### src/rtl/fwd_hazard_unit.sv
// fwd_hazard_unit: MEM/WB operand forwarding, load-use hazard detection and
// multi-cycle multiply sequencing for a 5-stage RISC-V pipeline.
// Optional feature: define FWD_STALL_CNT_EN to add the StallCnt_o stall-cycle
// counter (saturating, cleared by reset only).
module fwd_hazard_unit #(
  parameter int REG_AW  = 5,
  parameter int NUM_SRC = 2,
  parameter int MUL_LAT = 3
) (
  input  logic                      clk_i,
  input  logic                      rst_i,
  input  logic [NUM_SRC*REG_AW-1:0] ID_rs_i,
  input  logic [NUM_SRC*REG_AW-1:0] EX_rs_i,
  input  logic [REG_AW-1:0]         EX_Rd_i,
  input  logic                      EX_MemRead_i,
  input  logic                      EX_MulStart_i,
  input  logic                      MEM_RegWrite_i,
  input  logic [REG_AW-1:0]         MEM_Rd_i,
  input  logic                      WB_RegWrite_i,
  input  logic [REG_AW-1:0]         WB_Rd_i,
  output logic [NUM_SRC*2-1:0]      Forward_o,
  output logic                      Stall_o,
  output logic                      MulBusy_o,
  output logic                      MulDone_o
`ifdef FWD_STALL_CNT_EN
  ,
  output logic [31:0]               StallCnt_o
`endif
);

  localparam int CNT_W = $clog2(MUL_LAT);

  typedef enum logic [1:0] {
    ST_IDLE = 2'd0,
    ST_BUSY = 2'd1,
    ST_DONE = 2'd2
  } state_t;

  state_t              r_state;
  state_t              w_state_nxt;
  logic [CNT_W-1:0]    r_cnt;
  logic [CNT_W-1:0]    w_cnt_nxt;
  logic                r_busy;
  logic                r_done;
  logic [NUM_SRC*2-1:0] w_fwd;
  logic                w_lu;
  logic                w_stall;

  // Per-operand forwarding select; MEM result is newer, so it wins over WB.
  // NOTE: every variable written in always_comb gets a default first, so no
  // path leaves it unassigned and no latch is inferred.
  always_comb begin
    w_fwd = '0;
    for (int k = 0; k < NUM_SRC; k++) begin
      if (MEM_RegWrite_i && (MEM_Rd_i != '0) &&
          (MEM_Rd_i == EX_rs_i[k*REG_AW +: REG_AW])) begin
        w_fwd[2*k +: 2] = 2'b10;
      end else if (WB_RegWrite_i && (WB_Rd_i != '0) &&
                   (WB_Rd_i == EX_rs_i[k*REG_AW +: REG_AW])) begin
        w_fwd[2*k +: 2] = 2'b01;
      end
    end
  end

  // Load-use hazard: a load in EX whose destination feeds any ID source.
  always_comb begin
    w_lu = 1'b0;
    if (EX_MemRead_i && (EX_Rd_i != '0)) begin
      for (int k = 0; k < NUM_SRC; k++) begin
        if (EX_Rd_i == ID_rs_i[k*REG_AW +: REG_AW]) begin
          w_lu = 1'b1;
        end
      end
    end
  end

  // Multiply sequencer next-state and counter logic.
  always_comb begin
    w_state_nxt = r_state;
    w_cnt_nxt   = r_cnt;
    case (r_state)
      ST_IDLE: begin
        if (EX_MulStart_i) begin
          if (MUL_LAT == 2) begin
            w_state_nxt = ST_DONE;
          end else begin
            w_state_nxt = ST_BUSY;
            w_cnt_nxt   = CNT_W'(MUL_LAT - 2);
          end
        end
      end
      ST_BUSY: begin
        if (r_cnt == CNT_W'(1)) begin
          w_state_nxt = ST_DONE;
        end else begin
          w_cnt_nxt = r_cnt - CNT_W'(1);
        end
      end
      ST_DONE: w_state_nxt = ST_IDLE;
      default: w_state_nxt = ST_IDLE;
    endcase
  end

  // Sequencer state, counter and registered status flags.
  // NOTE: sequential state uses non-blocking assignments so every flop samples
  // the pre-edge values regardless of statement order.
  always_ff @(posedge clk_i or negedge rst_i) begin
    if (!rst_i) begin
      r_state <= ST_IDLE;
      r_cnt   <= '0;
      r_busy  <= 1'b0;
      r_done  <= 1'b0;
    end else begin
      r_state <= w_state_nxt;
      r_cnt   <= w_cnt_nxt;
      r_busy  <= (w_state_nxt != ST_IDLE);
      r_done  <= (w_state_nxt == ST_DONE);
    end
  end

  // The start cycle stalls too, so a multiply freezes the front end MUL_LAT-1 cycles.
  assign w_stall = w_lu
                 | ((r_state == ST_IDLE) & EX_MulStart_i)
                 | (r_state == ST_BUSY);

  // Combinational outputs are forced quiet while reset is held.
  assign Forward_o = rst_i ? w_fwd : '0;
  assign Stall_o   = rst_i & w_stall;
  assign MulBusy_o = r_busy;
  assign MulDone_o = r_done;

`ifdef FWD_STALL_CNT_EN
  logic [31:0] r_stall_cnt;

  // Saturating count of stalled cycles.
  always_ff @(posedge clk_i or negedge rst_i) begin
    if (!rst_i) begin
      r_stall_cnt <= '0;
    end else if (Stall_o && (r_stall_cnt != 32'hFFFF_FFFF)) begin
      r_stall_cnt <= r_stall_cnt + 32'd1;
    end
  end

  assign StallCnt_o = r_stall_cnt;
`endif

endmodule

### config.mk
export PLATFORM = sky130hd
export DESIGN_NAME = fwd_hazard_unit
export DESIGN_NICKNAME = d
export VERILOG_FILES = /design/src/rtl/fwd_hazard_unit.sv
export SDC_FILE = /design/constraint.sdc
export NUM_CORES = 1
export LEC_CHECK = 0
export ABC_AREA = 1
export BUFFER_PORTS_ARGS = -buffer_cell sky130_fd_sc_hd__buf_4
export CAP_MARGIN = 25
export CORE_UTILIZATION = 45
export DETAILED_ROUTE_END_ITERATION = 10
export PLACE_DENSITY = 0.9
export SLEW_MARGIN = 20
export SYNTH_ARGS = -nofsm -noshare
export SYNTH_HDL_FRONTEND = slang
export SYNTH_SLANG_ARGS = --single-unit
### constraint.sdc
create_clock -name clk_i -period 2.67 [get_ports clk_i]
set_clock_uncertainty 0.2 [all_clocks]
set_input_delay 0.801 -clock clk_i [delete_from_list [all_inputs] [get_ports clk_i]]
set_output_delay 0.801 -clock clk_i [all_outputs]
set_load 0.05 [all_outputs]
==> summary.txt <==
Run status
  • Outcome: finished with violations
  • Violations in the final reports: setup timing

Yosys
  • Area of the mapped netlist: 759 µm²
  • Synth cell types: 17
  • Average cell area after synthesis: 5.93 µm²
  • Yosys warning total: 0
  • Gate count after technology mapping: 128
  • Sequential area share after synthesis: 19.8%
  • Net count of the mapped netlist: 170
  • Yosys reg bits: 6

Place
  • Number of buffer cells added on primary ports: 47
  • Weighted congestion at the end of routability-driven global placement: 0.801
  • Place WS: -0.0797 ns
  • Placed standard-cell area: 1160 µm²
  • HPWL Detailed: about 1900 µm
  • Post-placement cell count: 192

Die
  • I/O pin count: 48
  • Height of the die: 43.1 µm
  • Initial core utilization: about half
  • Site row count: 14
  • Area of the core: 1540 µm²
  • Full die area: roughly 1900 µm²
  • Die boundary width: ~43 µm

Detailed routing
  • Via count normalized by instance count: 5.53
  • Overall via count from detail_route: roughly 1100
  • DR WL/cell: 16.4 µm
  • Number of remaining DRC errors: 0
  • Post-detailed-route count of antenna-violating nets: 0
  • DRT Pass-1 Iters: 4
  • Final WL: 3210 µm
  • Starting DRC count in detailed routing: 50

Job
  • Total of max-cap violations: 0

Finish
  • NumNets Final: 224
  • Area occupied by multi-input gates: 649 µm²
  • Share of layout cells above drive strength 1: between 50 and 60%
  • Leading cell type in the layout, fill and taps excluded: sky130_fd_sc_hd__buf_4
  • Post-synthesis to final-layout area growth: 88.1%
  • FF+latch area: 150 µm²
  • Filler Cell Count: 63
  • Final standard cell area without fillers: 1430 µm²
  • Most frequent cells in the layout: sky130_fd_sc_hd__buf_4, sky130_fd_sc_hd__nand2_1, sky130_fd_sc_hd__inv_1, sky130_fd_sc_hd__buf_6, sky130_fd_sc_hd__nor2_1
  • Total inserted antenna cells: 0
  • Final non-filler cell total: 196

STA
  • Final Hold Violating Endpoints: 0
  • Rel. slew slack: 81.5%
  • Final-layout setup total negative slack: -0.382 ns
  • Tcrit/Tclk final: 108%
  • Final worst slack: -0.205 ns
  • Final-report max-slew violation count: 0
  • Unrepaired setup endpoints after global routing: true
  • Fmax: approximately 350 MHz
  • Least-Margin Pin Slew: 0.277 ns
  • Final setup vio count: 5
  • Time the final worst path needs with I/O delays and setup: 2.88 ns

Power
  • Leakage power of the design: 0.758 nW
  • Peak ir drop on the vdd network: around 0.00033 V
  • Power per cell area: about 400 nW/µm²

Critical path
  • Startpoint-to-endpoint class of the critical path: input port to output pin
  • Crit path max fanout: 4
  • Critical Path End Type: output pin
  • Crit start category: input port
  • List of cells traversed by the critical path: buf_4, xnor2_1, nand2_1, nor3_2, nand3_1, nor2_2, buf_6
  • Max incr delay on CP: 0.21 ns
  • Data arrival time at the worst-slack endpoint: 1.87 ns
  • Endpoint required time on the critical path: around 1.7 ns
  • Slowest cell on crit path: sky130_fd_sc_hd__xnor2_1

Clock network
  • CTS hold repair buffers: 0
  • Buffer depth of the longest clock path: 2
  • Clk Latency, worst-skew pair: 0.24 ns
  • Number of buffers added by the clock tree synthesis step: 3
  • Clock tree root driver cell: sky130_fd_sc_hd__clkbuf_4
  • Number of H-tree levels: 1
  • TritonCTS clock tree: yes
  • Number of sinks driven by the clock tree: 6
  • Reg clk slew, reported paths: ~0.05 ns

GRT
  • Antenna violations before repair: 0
  • Gr ovfl total: 0
  • Pin count of the biggest net entering global routing: 10
  • Tot GR Track Use: approximately 27%
  • First-pass GRT wire length: 3800 µm
  • Number of global-route vias before repair: ~980

Worst hold path
  • Type of the tightest min-delay check: input port to async pin
-- metal layers --
layer | part of all wire, % | vias to the layer above | track usage, %
met2 | 52 | 76 | 54.0
met1 | 34 | 491 | 26.8
li1 | - | 499 | -
met5 | 0 | - | 0
met3 | 8.3 | 18 | 5.53
met4 | 5.5 | 0 | 7.88
-- repair_timing --
item / 4_1_cts / 5_1_grt
buffers inserted: 0 / 1
pin swaps: 7 / 31
gates resized for setup: 16 / 56
endpoints found under the setup margin: 3 / 5
-- worst paths after layout --
check	start	to	slack, ns	cells past startpoint
worst min-delay path	rst_i	MulDone_o	0.16	1
worst max-delay path	WB_Rd_i[1]	Forward_o[2]	-0.21	7
min in group clk_i	r_state[1]	r_state[1]	0.30	1
max in group asynchronous	rst_i	r_cnt[0]	1.98	1
worst max register to register	r_cnt[0]	r_cnt[0]	1.34	4
worst min register to register	r_state[1]	r_state[1]	0.30	1
-- kinds of logic (layout without fill, tap and decap cells) --
kind of cell               Yosys count  after routing  synth area share [%]
AOI/OAI and AO/OA                   13             13                  10.5
xor gates and xnor gates            19             19                  21.9
adders and majority gates            1              1                  1.65
buffers and inverters               26             78                  12.9
DFF                                  6              6                  19.8
and+or+nand+nor                     63             63                  33.3
-- stage by stage --
stage / total power [W] / util [%] / hold slack, ns
global placement: 0.000433 / 75.1 / 0.276
detailed placement: 0.000442 / 75.1 / 0.292
global route: 0.000621 / 92.7 / 0.158
finish: 0.000588 / 92.7 / 0.165
CTS: 0.000533 / 80.0 / 0.174
floorplan: 0.000323 / - / 0.257
-- cell usage after synthesis --
| library cell | n | share of area, % |
|---|---|---|
| sky130_fd_sc_hd__xnor2_1 | 9 | 10 |
| sky130_fd_sc_hd__xor2_1 | 10 | 12 |
| sky130_fd_sc_hd__nand2_1 | 30 | 15 |
| sky130_fd_sc_hd__a41oi_1 | 1 | 1.2 |
| sky130_fd_sc_hd__nor3_1 | 4 | 2.6 |
| sky130_fd_sc_hd__o21ai_1 | 1 | 0.66 |
| sky130_fd_sc_hd__dfrtp_1 | 6 | 20 |
| sky130_fd_sc_hd__inv_2 | 2 | 0.99 |
| sky130_fd_sc_hd__inv_1 | 24 | 12 |
| sky130_fd_sc_hd__ha_1 | 1 | 1.6 |
| sky130_fd_sc_hd__nand3_1 | 7 | 4.6 |
| sky130_fd_sc_hd__nand4_1 | 1 | 0.82 |
| sky130_fd_sc_hd__a21oi_1 | 2 | 1.3 |
| sky130_fd_sc_hd__o21ai_2 | 1 | 1.2 |
| sky130_fd_sc_hd__nor2_1 | 21 | 10 |
| sky130_fd_sc_hd__a21oi_2 | 2 | 2.3 |
| sky130_fd_sc_hd__o21ai_0 | 6 | 4.0 |
-- power breakdown --
| group | leakage, nW | total [W] | internal [W] | switching, W |
|---|---|---|---|---|
| Combinational | 0.671 | 0.000361 | 0.000146 | 0.000215 |
| Clock | 0.0138 | 0.0000846 | 0.0000509 | 0.0000337 |
| Sequential | 0.0727 | 0.000142 | 0.000121 | 0.0000207 |
-- final cells by class --
type	count	share of cell area, %
sequential	6	10.5
timing repair buffer	49	33.4
tap	16	1.40
inverter	26	7.71
clock buffer	3	1.58
multi-input combinational	96	45.4
-- flip-flops by register name, indices dropped and copies added, names as in the netlist --
register,cells
r_state,2
MulBusy_o,1
r_cnt,2
MulDone_o,1
-- critical path: cells and delay by family --
family | cells | cell delay [ns]
xor+xnor | 1 | 0.21
simple gates | 4 | 0.55
buf+inv | 2 | 0.31
Note: power is estimated with default switching activity, not from simulation.
